===== src/rtl/cgra_cmem_loader.sv =====
// Copies a kernel image from system memory into CGRA context memory via an OBI-style read master and a FIFO.
// Latency: first cm_req_o appears 1 (start) + 1 (mem req) + memory read latency cycles after start_i.
// Backpressure: reads are credit-limited to FIFO_DEPTH words in flight or buffered; cm_gnt_i stalls the FIFO head.

module cgra_cmem_fifo #(
    parameter int W     = 32,
    parameter int DEPTH = 4
) (
    input  logic                       clk_i,
    input  logic                       rst_ni,
    input  logic                       push_i,
    input  logic [W-1:0]               push_dat_i,
    input  logic                       pop_i,
    output logic [W-1:0]               head_dat_o,
    output logic [$clog2(DEPTH):0]     count_o,
    output logic                       empty_o
);
    localparam int AW = $clog2(DEPTH);

    logic [W-1:0]  r_mem [DEPTH];
    logic [AW-1:0] r_wptr;
    logic [AW-1:0] r_rptr;
    logic [AW:0]   r_count;

    always_ff @(posedge clk_i or negedge rst_ni) begin
        if (!rst_ni) begin
            for (int i = 0; i < DEPTH; i++) r_mem[i] <= '0;
            r_wptr  <= '0;
            r_rptr  <= '0;
            r_count <= '0;
        end else begin
            if (push_i) begin
                r_mem[r_wptr] <= push_dat_i;
                r_wptr        <= r_wptr + AW'(1);
            end
            if (pop_i) r_rptr <= r_rptr + AW'(1);
            r_count <= r_count + (AW+1)'(push_i) - (AW+1)'(pop_i);
        end
    end

    assign head_dat_o = r_mem[r_rptr];
    assign count_o    = r_count;
    assign empty_o    = (r_count == '0);
endmodule

module cgra_cmem_loader #(
    parameter int ADDR_WIDTH = 32,
    parameter int DATA_WIDTH = 32,
    parameter int LEN_WIDTH  = 12,
    parameter int FIFO_DEPTH = 4
) (
    input  logic                  clk_i,
    input  logic                  rst_ni,
    input  logic                  start_i,
    input  logic [ADDR_WIDTH-1:0] src_addr_i,
    input  logic [ADDR_WIDTH-1:0] dst_addr_i,
    input  logic [LEN_WIDTH-1:0]  len_i,
    output logic                  busy_o,
    output logic                  done_o,
    output logic                  mem_req_o,
    output logic [ADDR_WIDTH-1:0] mem_addr_o,
    input  logic                  mem_gnt_i,
    input  logic                  mem_rvalid_i,
    input  logic [DATA_WIDTH-1:0] mem_rdata_i,
    output logic                  cm_req_o,
    output logic [ADDR_WIDTH-1:0] cm_add_o,
    output logic                  cm_we_o,
    output logic [3:0]            cm_be_o,
    output logic [DATA_WIDTH-1:0] cm_wdata_o,
    input  logic                  cm_gnt_i,
    input  logic                  cm_rvalid_i
);
    localparam int CW = $clog2(FIFO_DEPTH) + 1;

    typedef enum logic [1:0] {S_IDLE, S_RUN, S_DRAIN, S_DONE} state_t;

    state_t                r_state;
    logic [ADDR_WIDTH-1:0] r_src;
    logic [ADDR_WIDTH-1:0] r_dst;
    logic [LEN_WIDTH-1:0]  r_len;
    logic [LEN_WIDTH-1:0]  r_rd_issued;
    logic [LEN_WIDTH-1:0]  r_wr_issued;
    logic [CW-1:0]         r_rd_out;
    logic [LEN_WIDTH-1:0]  r_cm_out;
    logic                  r_busy;
    logic                  r_done;

    logic                  w_mem_req;
    logic                  w_rd_hs;
    logic                  w_push;
    logic                  w_cm_req;
    logic                  w_wr_hs;
    logic                  w_cm_ack;
    logic [LEN_WIDTH-1:0]  w_cm_out_nxt;
    logic [DATA_WIDTH-1:0] w_head;
    logic [CW-1:0]         w_fifo_count;
    logic                  w_fifo_empty;

    // Credit rule: buffered plus in-flight reads never exceed the FIFO, so a push can never overflow.
    assign w_mem_req = (r_state == S_RUN) && (r_rd_issued < r_len) &&
                       (({1'b0, w_fifo_count} + {1'b0, r_rd_out}) < (CW+1)'(FIFO_DEPTH));
    assign w_rd_hs   = w_mem_req && mem_gnt_i;
    assign w_push    = mem_rvalid_i && (r_rd_out != '0);
    assign w_cm_req  = (r_state == S_RUN) && !w_fifo_empty;
    assign w_wr_hs   = w_cm_req && cm_gnt_i;
    assign w_cm_ack  = cm_rvalid_i && (r_cm_out != '0);
    assign w_cm_out_nxt = r_cm_out + LEN_WIDTH'(w_wr_hs) - LEN_WIDTH'(w_cm_ack);

    cgra_cmem_fifo #(
        .W     (DATA_WIDTH),
        .DEPTH (FIFO_DEPTH)
    ) u_fifo (
        .clk_i      (clk_i),
        .rst_ni     (rst_ni),
        .push_i     (w_push),
        .push_dat_i (mem_rdata_i),
        .pop_i      (w_wr_hs),
        .head_dat_o (w_head),
        .count_o    (w_fifo_count),
        .empty_o    (w_fifo_empty)
    );

    always_ff @(posedge clk_i or negedge rst_ni) begin
        if (!rst_ni) begin
            r_state     <= S_IDLE;
            r_src       <= '0;
            r_dst       <= '0;
            r_len       <= '0;
            r_rd_issued <= '0;
            r_wr_issued <= '0;
            r_rd_out    <= '0;
            r_cm_out    <= '0;
            r_busy      <= 1'b0;
            r_done      <= 1'b0;
        end else begin
            r_rd_out <= r_rd_out + CW'(w_rd_hs) - CW'(w_push);
            r_cm_out <= w_cm_out_nxt;
            if (w_rd_hs) r_rd_issued <= r_rd_issued + LEN_WIDTH'(1);
            if (w_wr_hs) r_wr_issued <= r_wr_issued + LEN_WIDTH'(1);
            r_done <= 1'b0;
            unique case (r_state)
                S_IDLE: begin
                    // The cycle carrying done_o still counts as the tail of DONE, so start is held off there too.
                    if (start_i && !r_done) begin
                        r_src       <= src_addr_i & ~ADDR_WIDTH'(3);
                        r_dst       <= dst_addr_i & ~ADDR_WIDTH'(3);
                        r_len       <= len_i;
                        r_rd_issued <= '0;
                        r_wr_issued <= '0;
                        r_busy      <= 1'b1;
                        r_state     <= (len_i == '0) ? S_DONE : S_RUN;
                    end
                end
                S_RUN: begin
                    if (r_wr_issued == r_len) r_state <= S_DRAIN;
                end
                S_DRAIN: begin
                    if (w_cm_out_nxt == '0) r_state <= S_DONE;
                end
                S_DONE: begin
                    r_done  <= 1'b1;
                    r_busy  <= 1'b0;
                    r_state <= S_IDLE;
                end
                default: r_state <= S_IDLE;
            endcase
        end
    end

    assign busy_o     = r_busy;
    assign done_o     = r_done;
    assign mem_req_o  = w_mem_req;
    assign mem_addr_o = r_src + ADDR_WIDTH'({r_rd_issued, 2'b00});
    assign cm_req_o   = w_cm_req;
    assign cm_we_o    = w_cm_req;
    assign cm_be_o    = 4'hF;
    assign cm_add_o   = r_dst + ADDR_WIDTH'({r_wr_issued, 2'b00});
    assign cm_wdata_o = w_cm_req ? w_head : '0;
endmodule


===== config.mk =====
export PLATFORM = sky130hd
export DESIGN_NAME = cgra_cmem_loader
export DESIGN_NICKNAME = d
export VERILOG_FILES = /design/src/rtl/cgra_cmem_loader.sv
export SDC_FILE = /design/constraint.sdc
export NUM_CORES = 1
export LEC_CHECK = 0
export ABC_AREA = 1
export BUFFER_PORTS_ARGS = -buffer_cell sky130_fd_sc_hd__buf_2
export CORE_MARGIN = 2
export CORE_UTILIZATION = 52
export DETAILED_ROUTE_END_ITERATION = 8
export HOLD_SLACK_MARGIN = 0.06
export PLACE_DENSITY = 0.73
export SETUP_SLACK_MARGIN = 0.02
export SYNTH_ARGS = -nofsm -noshare
export SYNTH_HDL_FRONTEND = slang
export SYNTH_SLANG_ARGS = --single-unit

===== constraint.sdc =====
create_clock -name clk_i -period 3.15 [get_ports clk_i]
set_input_delay 0.63 -clock clk_i [delete_from_list [all_inputs] [get_ports clk_i]]
set_output_delay 0.63 -clock clk_i [all_outputs]
set_load 0.1 [all_outputs]

==> flow_metrics.tcl <==
set metrics [dict create \
    grt_use_total_pct 27.3 \
    crit_fanout 3 \
    flow.area_growth_from_synthesis_pct 43.5 \
    clk_latency_ns 0.53 \
    yosys_warnings 0 \
    hold_viol_final 0 \
    r2r-start "r_cm_out[8]" \
    antenna_found_initial 7 \
    grt_setup_unrepaired "yes" \
    netlist_area_um2 14000 \
    number_of_h_tree_branching_levels 1 \
    post_synth_most_frequent_cells "sky130_fd_sc_hd__nand2_1 (488), sky130_fd_sc_hd__dfrtp_1 (250), sky130_fd_sc_hd__o21ai_0 (229)" \
    slew_limit_fails 0 \
    worst_setup_hold_path_clk_slew_ns 0.06 \
    synth_async_sr_flop_share_pct 100 \
    gate_count_after_technology_mapping 1792 \
    run_status "finished with violations" \
    num_rows 59 \
    post-synth-top-count-cell "sky130_fd_sc_hd__nand2_1" \
    clk_sink_count 250 \
    first_pass_grt_wire_length_mm 63.3 \
    critPathLaunch "r_rd_issued[6]" \
    place.port_buffers 207 \
    place.detailed.hpwl_mm 24.7 \
    n_fill_cell 1689 \
    worst_slew_margin_rel_pct 51.2 \
    gp_routability_congestion 0.882 \
    die_w_um 168 \
    violations "setup timing" \
    f_max_mhz 281 \
    core_region_area_um2 26200 \
    synth_flop_cell "sky130_fd_sc_hd__dfrtp_1" \
    global_route.overflow_total 0 \
    die-area_um2 28200 \
    initial_utilization_pct 53.2 \
    seq_area_frac_synth_pct 44.8 \
    most_area_consuming_cells_after_synthesis "sky130_fd_sc_hd__dfrtp_1 (45%), sky130_fd_sc_hd__nand2_1 (13%), sky130_fd_sc_hd__o21ai_0 (8.2%)" \
    setup.worst_path.end_class "primary output" \
    cts_root_buf "sky130_fd_sc_hd__clkbuf_16" \
    tritoncts "yes" \
    vias 13274 \
    die_y_um 168 \
    vias_per_cell 5.44 \
    grt_pass1_vias 12946 \
    place_ws_ns 0.00950 \
    timing.critical_path.arrival_ns 2.92 \
    design.final.nets 2272 \
    max-clock-path-buffers 3 \
    skew_ns 0.0121 \
    worstHoldPathType "in -> async" \
    pin_count 220 \
    synth_enable_flop_cells 0 \
    final.setup.tns_ns -6.85 \
    post_route_cells_drive_above_1_share_pct 30.7 \
    totalWireLength_mm 40.9 \
    yosys_register_bits 250 \
    cp.required_ns 2.52 \
    ys_types 46 \
    syn_area_per_cell_um2 7.79 \
    synth.top_cell.area_share_pct 44.8 \
    grt_start_max_net_pins 78 \
    detailedRoute.firstIterationViolations 1097 \
    finalWorstSetupSlack_ns -0.404 \
    start_kind "register" \
    dr.pass1.iters 7 \
    route.detailed.wl_per_inst_um 16.8 \
    timing.final.setup_violations 36 \
    post-route-period-util_pct 113 \
    max_cap_viol_count 0 \
    postRouteAntennaNets 0 \
    worstSetupPathType "reg -> out" \
    holdBufCountCts 0 \
    drcViolationCount 0 \
    cts_buffers 26 \
    worst_pin_slew_ns 0.733 \
    post-route-min-period_ns 3.55 \
    most_area_hungry_cell_type_in_the_yosys_netlist "sky130_fd_sc_hd__dfrtp_1" \
]
-- kinds of logic (layout without fill, tap and decap cells) --
group                    count (synthesis)  in the layout  synth area share (%)
flip-flops                             250            250                  44.8
other                                    2             11                0.0538
adder cells (fa/ha/maj)                 74             74                  6.91
buffers and inverters                  245            548                  7.21
XOR/XNOR                                72             72                  4.52
AND/OR/NAND/NOR                        815            815                  24.0
AO/OA/AOI/OAI                          334            334                  12.5
-- worst max-delay path, cell delays in order (launching register included) --
cell and delay [ns]:
sky130_fd_sc_hd__dfrtp_2 0.44, sky130_fd_sc_hd__ha_4 0.30, sky130_fd_sc_hd__buf_4 0.16, sky130_fd_sc_hd__nand2_1 0.09, sky130_fd_sc_hd__o21ai_1 0.22, sky130_fd_sc_hd__nand2_1 0.13
sky130_fd_sc_hd__nand3_4 0.12, sky130_fd_sc_hd__nand4_1 0.20, sky130_fd_sc_hd__nor2_2 0.23, sky130_fd_sc_hd__buf_6 0.14, sky130_fd_sc_hd__xor2_4 0.17, sky130_fd_sc_hd__buf_12 0.19
-- per-layer routing --
| layer | vias to the layer above | wire [µm] | GRT usage [%] |
|---|---|---|---|
| li1 | 6270 | - | - |
| met1 | 6399 | 16700 | 35.8 |
| met2 | 491 | 20600 | 47.1 |
| met3 | 106 | 2390 | 4.70 |
| met4 | 8 | 1150 | 7.45 |
| met5 | - | 57 | 0 |
-- flip-flops by register name, summed over array words and instances, names as in the netlist --
name,count
busy_o,1
done_o,1
r_cm_out,12
r_dst,30
r_len,12
r_rd_issued,12
r_rd_out,3
r_src,30
r_state,2
r_wr_issued,12
u_fifo.count_o,3
u_fifo.r_mem,128
u_fifo.r_rptr,2
u_fifo.r_wptr,2
-- stage by stage --
stage               utilization [%]  hold slack, ns  instance area, µm²  instances
finish                         76.4          0.0578               20000       2439
CTS                            73.3          0.0886               19200       2398
detailed placement             66.0           0.468               17300       2312
global route                   76.4          0.0960               20000       2437
floorplan                         -           0.334               14700       1798
global placement               66.0           0.460               17300       2312
-- layout by cell type, fill, tap and decap left out, drive strengths merged, types with 2 or more instances in the layout --
| cell type | instances |
|---|---|
| nand3b | 2 |
| dfrtp | 250 |
| a31oi | 5 |
| clkinvlp | 2 |
| or2 | 2 |
| xor2 | 48 |
| inv | 169 |
| clkbuf | 38 |
| o21bai | 8 |
| nand4 | 16 |
| nor4 | 6 |
| o21a | 4 |
| o21ai | 240 |
| bufinv | 4 |
| nand2 | 498 |
| nor3 | 23 |
| a21oi | 71 |
| fa | 5 |
| a21o | 3 |
| diode | 3 |
| conb | 8 |
| buf | 332 |
| nor2 | 211 |
| nand3 | 54 |
| xnor2 | 24 |
| and2 | 2 |
| clkinv | 3 |
| ha | 69 |
-- final cells by class --
| class | count | area [µm²] | area share [%] |
|---|---|---|---|
| Inverter | 169 | 634 | 3.17 |
| Clock inverter | 9 | 150 | 0.750 |
| Timing Repair Buffer | 333 | 3320 | 16.6 |
| Multi-Input combinational cell | 1303 | 8450 | 42.2 |
| Antenna cell | 3 | 7.51 | 0.0375 |
| Tap cell | 335 | 419 | 2.09 |
| Clock buffer | 37 | 763 | 3.81 |
| Sequential cell | 250 | 6270 | 31.3 |
-- path summary, 6_finish.rpt --
kind	to	slack [ns]	cells after the start
setup / recovery	mem_addr_o[22]	-0.40	11
hold / removal	r_src[24]	0.06	1
setup reg to reg	r_state[1]	0.11	20
hold reg to reg	u_fifo.r_mem[79]	0.48	2
max in group asynchronous	u_fifo.r_mem[111]	2.19	2
min in group clk_i	r_src[5]	0.29	3
-- what timing repair did --
action,CTS,global route
resized for setup,148,117
endpoints found under the setup margin,52,51
setup buffers,40,43
pin swaps,49,65
Power is not shown: default switching activity piles up to over one toggle a cycle in this logic, so the estimate is an artifact.
